==> src/rtl/arduino_link_pkg.sv <==
// Shared definitions for the Arduino serial link (status transmitter now,
// command receiver later).
//   tx_state_t            : transmitter frame FSM states
//   DEFAULT_CLKS_PER_BIT  : 50 MHz / 9600 baud
//   ACK_STOP/MODE_*       : status bytes understood by the Arduino side
package arduino_link_pkg;

    typedef enum logic [2:0] {
        IDLE,
        START,
        DATA,
        PARITY,
        STOP
    } tx_state_t;

    localparam int DEFAULT_CLKS_PER_BIT = 5208;

    localparam logic [7:0] ACK_STOP    = 8'h58;
    localparam logic [7:0] MODE_MANUAL = 8'h4D;
    localparam logic [7:0] MODE_AUTO   = 8'h41;

endpackage

==> src/rtl/arduino_status_tx_baud_counter.sv <==
// Bit-period timer for the Arduino serial link.
//   clk, rst_n : clock, asynchronous active-low reset
//   clear      : force the count back to 0 (used on every state entry)
//   enable     : advance the count
//   bit_done   : high on the last cycle of a bit period (count == CLKS_PER_BIT-1)
module baud_counter
    import arduino_link_pkg::*;
#(
    parameter int CLKS_PER_BIT = DEFAULT_CLKS_PER_BIT
) (
    input  logic clk,
    input  logic rst_n,
    input  logic clear,
    input  logic enable,
    output logic bit_done
);

    if (CLKS_PER_BIT < 2) begin : g_bad_param
        $error("baud_counter: CLKS_PER_BIT must be >= 2");
    end

    localparam int CW = $clog2(CLKS_PER_BIT);
    localparam logic [CW-1:0] LAST = CW'(CLKS_PER_BIT - 1);

    logic [CW-1:0] cnt;

    assign bit_done = enable && (cnt == LAST);

    always_ff @(posedge clk or negedge rst_n) begin
        if (!rst_n) begin
            cnt <= '0;
        end else if (clear) begin
            cnt <= '0;
        end else if (enable) begin
            // Wrap on terminal count so consecutive bits in one state
            // (DATA) need no explicit clear.
            cnt <= bit_done ? '0 : cnt + CW'(1);
        end
    end

endmodule

==> src/rtl/arduino_status_tx.sv <==
// UART transmitter for status/acknowledge bytes sent back to the Arduino.
// 8N1 framing, or 8E1 when PARITY_EN=1. A one-entry holding register lets
// the next byte be queued while a frame is on the wire, so back-to-back
// frames go out with no idle gap.
//   clk, rst_n : clock, asynchronous active-low reset
//   tx_data    : byte to send
//   tx_valid   : tx_data is valid
//   tx_ready   : holding register free; transfer on tx_valid && tx_ready
//   tx         : registered serial line, idle high
//   busy       : a frame is in progress
module arduino_status_tx
    import arduino_link_pkg::*;
#(
    parameter int CLKS_PER_BIT = DEFAULT_CLKS_PER_BIT,
    parameter int PARITY_EN    = 0
) (
    input  logic       clk,
    input  logic       rst_n,
    input  logic [7:0] tx_data,
    input  logic       tx_valid,
    output logic       tx_ready,
    output logic       tx,
    output logic       busy
);

    tx_state_t  state, state_nxt;
    logic [7:0] hold;
    logic       hold_full;
    logic [7:0] shift;
    logic       par;
    logic [2:0] bit_idx;
    logic       bit_done;
    logic       load;
    logic       accept;
    logic       tx_nxt;

    assign tx_ready = !hold_full;
    assign busy     = (state != IDLE);
    assign accept   = tx_valid && !hold_full;

    baud_counter #(
        .CLKS_PER_BIT(CLKS_PER_BIT)
    ) u_baud (
        .clk     (clk),
        .rst_n   (rst_n),
        .clear   (state_nxt != state),
        .enable  (state != IDLE),
        .bit_done(bit_done)
    );

    always_ff @(posedge clk or negedge rst_n) begin
        if (!rst_n) state <= IDLE;
        else        state <= state_nxt;
    end

    always_comb begin
        state_nxt = state;
        load      = 1'b0;
        case (state)
            IDLE: begin
                if (hold_full) begin
                    load      = 1'b1;
                    state_nxt = START;
                end
            end
            START: begin
                if (bit_done) state_nxt = DATA;
            end
            DATA: begin
                if (bit_done && bit_idx == 3'd7)
                    state_nxt = (PARITY_EN != 0) ? PARITY : STOP;
            end
            PARITY: begin
                if (bit_done) state_nxt = STOP;
            end
            STOP: begin
                if (bit_done) begin
                    if (hold_full) begin
                        load      = 1'b1;
                        state_nxt = START;
                    end else begin
                        state_nxt = IDLE;
                    end
                end
            end
            default: state_nxt = IDLE;
        endcase

        // tx is registered, so it is driven from the state being entered.
        // Inside DATA a bit boundary shifts the register, so the next bit
        // on the line is shift[1].
        tx_nxt = 1'b1;
        case (state_nxt)
            START:   tx_nxt = 1'b0;
            DATA:    tx_nxt = (state == DATA && bit_done) ? shift[1] : shift[0];
            PARITY:  tx_nxt = par;
            default: tx_nxt = 1'b1;
        endcase
    end

    always_ff @(posedge clk or negedge rst_n) begin
        if (!rst_n) begin
            tx        <= 1'b1;
            hold      <= '0;
            hold_full <= 1'b0;
            shift     <= '0;
            par       <= 1'b0;
            bit_idx   <= '0;
        end else begin
            tx <= tx_nxt;

            // accept and load never coincide: accept needs !hold_full,
            // load needs hold_full.
            if (accept) begin
                hold      <= tx_data;
                hold_full <= 1'b1;
            end else if (load) begin
                hold_full <= 1'b0;
            end

            if (load) begin
                shift <= hold;
                par   <= ^hold;
            end else if (state == DATA && bit_done) begin
                shift <= {1'b0, shift[7:1]};
            end

            if (state == START)
                bit_idx <= '0;
            else if (state == DATA && bit_done)
                bit_idx <= bit_idx + 3'd1;
        end
    end

endmodule

==> config.mk <==
export PLATFORM = sky130hd
export DESIGN_NAME = arduino_status_tx
export DESIGN_NICKNAME = d
export VERILOG_FILES = /design/src/rtl/arduino_link_pkg.sv /design/src/rtl/arduino_status_tx_baud_counter.sv /design/src/rtl/arduino_status_tx.sv
export SDC_FILE = /design/constraint.sdc
export NUM_CORES = 1
export LEC_CHECK = 0
export BUFFER_PORTS_ARGS = -buffer_cell sky130_fd_sc_hd__buf_2
export CORE_MARGIN = 4
export CORE_UTILIZATION = 50
export DETAILED_ROUTE_END_ITERATION = 10
export PLACE_DENSITY = 0.82
export SYNTH_ARGS = -nofsm -noshare
export SYNTH_HDL_FRONTEND = slang
export SYNTH_SLANG_ARGS = --single-unit
==> constraint.sdc <==
create_clock -name clk -period 1.9 [get_ports clk]
set_input_delay 0.095 -clock clk [delete_from_list [all_inputs] [get_ports clk]]
set_output_delay 0.095 -clock clk [all_outputs]
set_load 0.02 [all_outputs]
==> flow_metrics.env <==
export IMPL_place_ws_ns=0.0182
export IMPL_coreArea_um2=3720
export IMPL_dr_pass1_iters=4
export IMPL_finalWorstSetupSlack_ns=-0.00493
export IMPL_p_per_area_nw_per_um2=935
export IMPL_yosys_warnings=0
export IMPL_fin_skew_ns=0.00765
export IMPL_final_common_cell="dfrtp_1"
export IMPL_initial_core_util_pct=52.3
export IMPL_drive_gt1_share_pct=29.8
export IMPL_drtIter0Drc=120
export IMPL_rows=22
export IMPL_layout_common_cells="36 x dfrtp_1, 18 x nor2_1, 16 x nand2_1, 16 x buf_4, 13 x buf_2"
export IMPL_worstRegToRegCells=6
export IMPL_min_path_type="in -> reg"
export IMPL_vdd_ir_drop_max_v=0.000602
export IMPL_grt_setup_unrepaired="true"
export IMPL_synth_area_leader_cell="dfrtp_1"
export IMPL_p_leak_nw=1.01
export IMPL_rrSetupSlack_ns=-0.005
export IMPL_ys_seq_elements=38
export IMPL_nets=231
export IMPL_vias_per_cell=5.66
export IMPL_hold_viol=0
export IMPL_synthCells=183
export IMPL_synth_fa_ha_area_share_pct=1.93
export IMPL_tritoncts="yes"
export IMPL_synth_top_family_by_area="simple AND/OR/NAND/NOR gates"
export IMPL_synth_area_mux_share_pct=8.69
export IMPL_min_from="tx_data[0]"
export IMPL_violations="negative setup slack"
export IMPL_vias=1505
export IMPL_async_reset_ff_share_pct=100
export IMPL_relSlewSlack_pct=44.8
export IMPL_final_setup_viol_count=1
export IMPL_worst_r2r_startpoint="u_baud.cnt[3]"
export IMPL_synth_compound_area_share_pct=10.5
export IMPL_power_mw=2.20
export IMPL_wl_per_cell_um=16.1
export IMPL_clk_latency_ns=0.29
export IMPL_routed_wl_um=4270
export IMPL_syn_area_per_cell_um2=10.6
export IMPL_fmax_ghz=0.525
export IMPL_required_ns=2.11
export IMPL_yosysSeqAreaShare_pct=49.0
export IMPL_path_max_fanout=7
export IMPL_criticalPathCategory="reg -> reg"
export IMPL_maxSlewViolCount=0
export IMPL_drc=0
export IMPL_htree_levels=2
export IMPL_clock_sinks=38
export IMPL_ant_nets=0
export IMPL_clockBufferDepth=2
export IMPL_layout_min_cycle_time_ns=1.90
export IMPL_cts_buffers=5
export IMPL_dp_hpwl_um=2870
export IMPL_numPortBuffers=13
export IMPL_clkSlewWorstSetupHoldPaths_ns=0.08
export IMPL_ys_flop_type="dfrtp_1"
export IMPL_antenna_cells=0
export IMPL_syn_area_um2=1940
export IMPL_grt_max_degree=39
export IMPL_synth_edf_count=0
export IMPL_clockRootBuffer="clkbuf_8"
export IMPL_outcome="complete, but fails checks"
export IMPL_grt_pass1_vias=1555
export IMPL_ys_types=47
export IMPL_end_kind="flop"
export IMPL_place_gp_congestion=0.887
export IMPL_synthesis_nets=197
export IMPL_hold_end="hold[0]"
export IMPL_antenna_found_initial=0
export IMPL_grt_first_pass_wirelength_um=7290
export IMPL_synth_xor_area_share_pct=6.76
export IMPL_synthSimpleGateAreaFrac_pct=20.3
export IMPL_drv_cap=0
export IMPL_r2r_end="tx"
export IMPL_fin_crit_sh_pct=100
export IMPL_syn2layout_area_growth_pct=21.2
export IMPL_worst_pin_slew_ns=0.829
export IMPL_dieArea_um2=4950
export IMPL_grt_overflow_total=0
export IMPL_hold_path_cell_count=3
export IMPL_io_pins=14
export IMPL_synth_top_area_share_pct=47.6
export IMPL_netlist_top_cells_area="dfrtp_1 48%, mux2i_1 4.6%, xnor2_1 4.5%"
export IMPL_track_usage_pct=18.6
export IMPL_fp_dieW_um=70.3
export IMPL_startpoint_type="flop"
export IMPL_arrival_ns=2.11
export IMPL_fp_dieH_um=70.3
[cell families after synthesis]
kind of cell	Yosys count
multiplexers	16
AND/OR/NAND/NOR	67
adder cells (fa/ha/maj)	3
AO/OA/AOI/OAI	33
buffers and inverters	11
XOR/XNOR	15
flip-flops	38
[synth_stat cells, types with 4 or more instances]
master and count:
mux2_2 7, nand2_1 16, o21ai_1 9, nor2_1 18, mux2i_1 9, nand3_1 4
a21oi_1 11, dfrtp_1 37, xnor2_1 10, nand4_1 5, xor2_1 5, inv_1 6
[power breakdown]
part,leakage [nW],total (mW),switching (mW),internal (mW)
registers,0.476,1.09,0.141,0.948
logic,0.491,0.532,0.250,0.282
clock network,0.0472,0.582,0.290,0.292
total,1.01,2.20,0.682,1.52
[flip-flops by register name, summed over array words and instances, names as in the netlist]
| register | count |
|---|---|
| shift | 8 |
| u_baud.cnt | 13 |
| tx | 1 |
| bit_idx | 3 |
| hold_full | 1 |
| par | 1 |
| hold | 8 |
| state | 3 |
[worst max-delay path: stages, from the launching register on]
cell and delay [ns]:
dfrtp_2 0.47, or4b_4 0.57, nor3_4 0.25, buf_12 0.15, o2bb2ai_4 0.13, a21oi_2 0.07
a31oi_1 0.19
[how the worst max path moves through the flow]
stage / slack [ns] / to / start
2_1_floorplan: 0.10 / shift[0] / u_baud.cnt[0]
3_3_place_gp: 0.08 / tx / u_baud.cnt[3]
3_5_place_dp: 0.02 / tx / u_baud.cnt[3]
4_1_cts: 0.006 / tx / u_baud.cnt[3]
5_1_grt: -0.03 / u_baud.cnt[3] / u_baud.cnt[0]
6_report: -0.005 / tx / u_baud.cnt[3]
[metal layers]
metal	part of all wire (%)	vias up	routed length [µm]	global-route usage, %
met5	0	-	0	0
met2	48	53	2060	29.6
met1	44	720	1900	24.2
met3	5.2	11	222	4.03
li1	-	721	-	-
met4	2.3	0	97	8.09
[stage by stage]
stage,area [µm²],util [%],instances,TNS (ns),hold WS (ns)
floorplan,1940,-,183,0,-0.201
global placement,2180,58.6,256,0,0.249
detailed placement,2180,58.6,256,0,0.248
CTS,2290,61.5,265,0,0.0245
global route,2360,63.4,266,-0.0476,0.0366
finish,2360,63.4,266,-0.00493,0.0262
[final cells by class]
type / count / area (µm²)
Fill cell: 304 / 1360
Multi-Input combinational cell: 134 / 990
Sequential cell: 38 / 953
Timing Repair Buffer: 32 / 235
Clock buffer: 6 / 82.6
Tap cell: 48 / 60.1
Inverter: 6 / 22.5
Clock inverter: 2 / 12.5
[what timing repair did]
item	in CTS	in global routing
setup buffers	0	1
cloned	0	0
hold buffers	1	0
pin swaps	1	3
setup endpoints to repair	1	13
gates resized for setup	2	9
endpoints found under the hold margin	37	0
No activity file was read; power rests on OpenSTA's default activity.
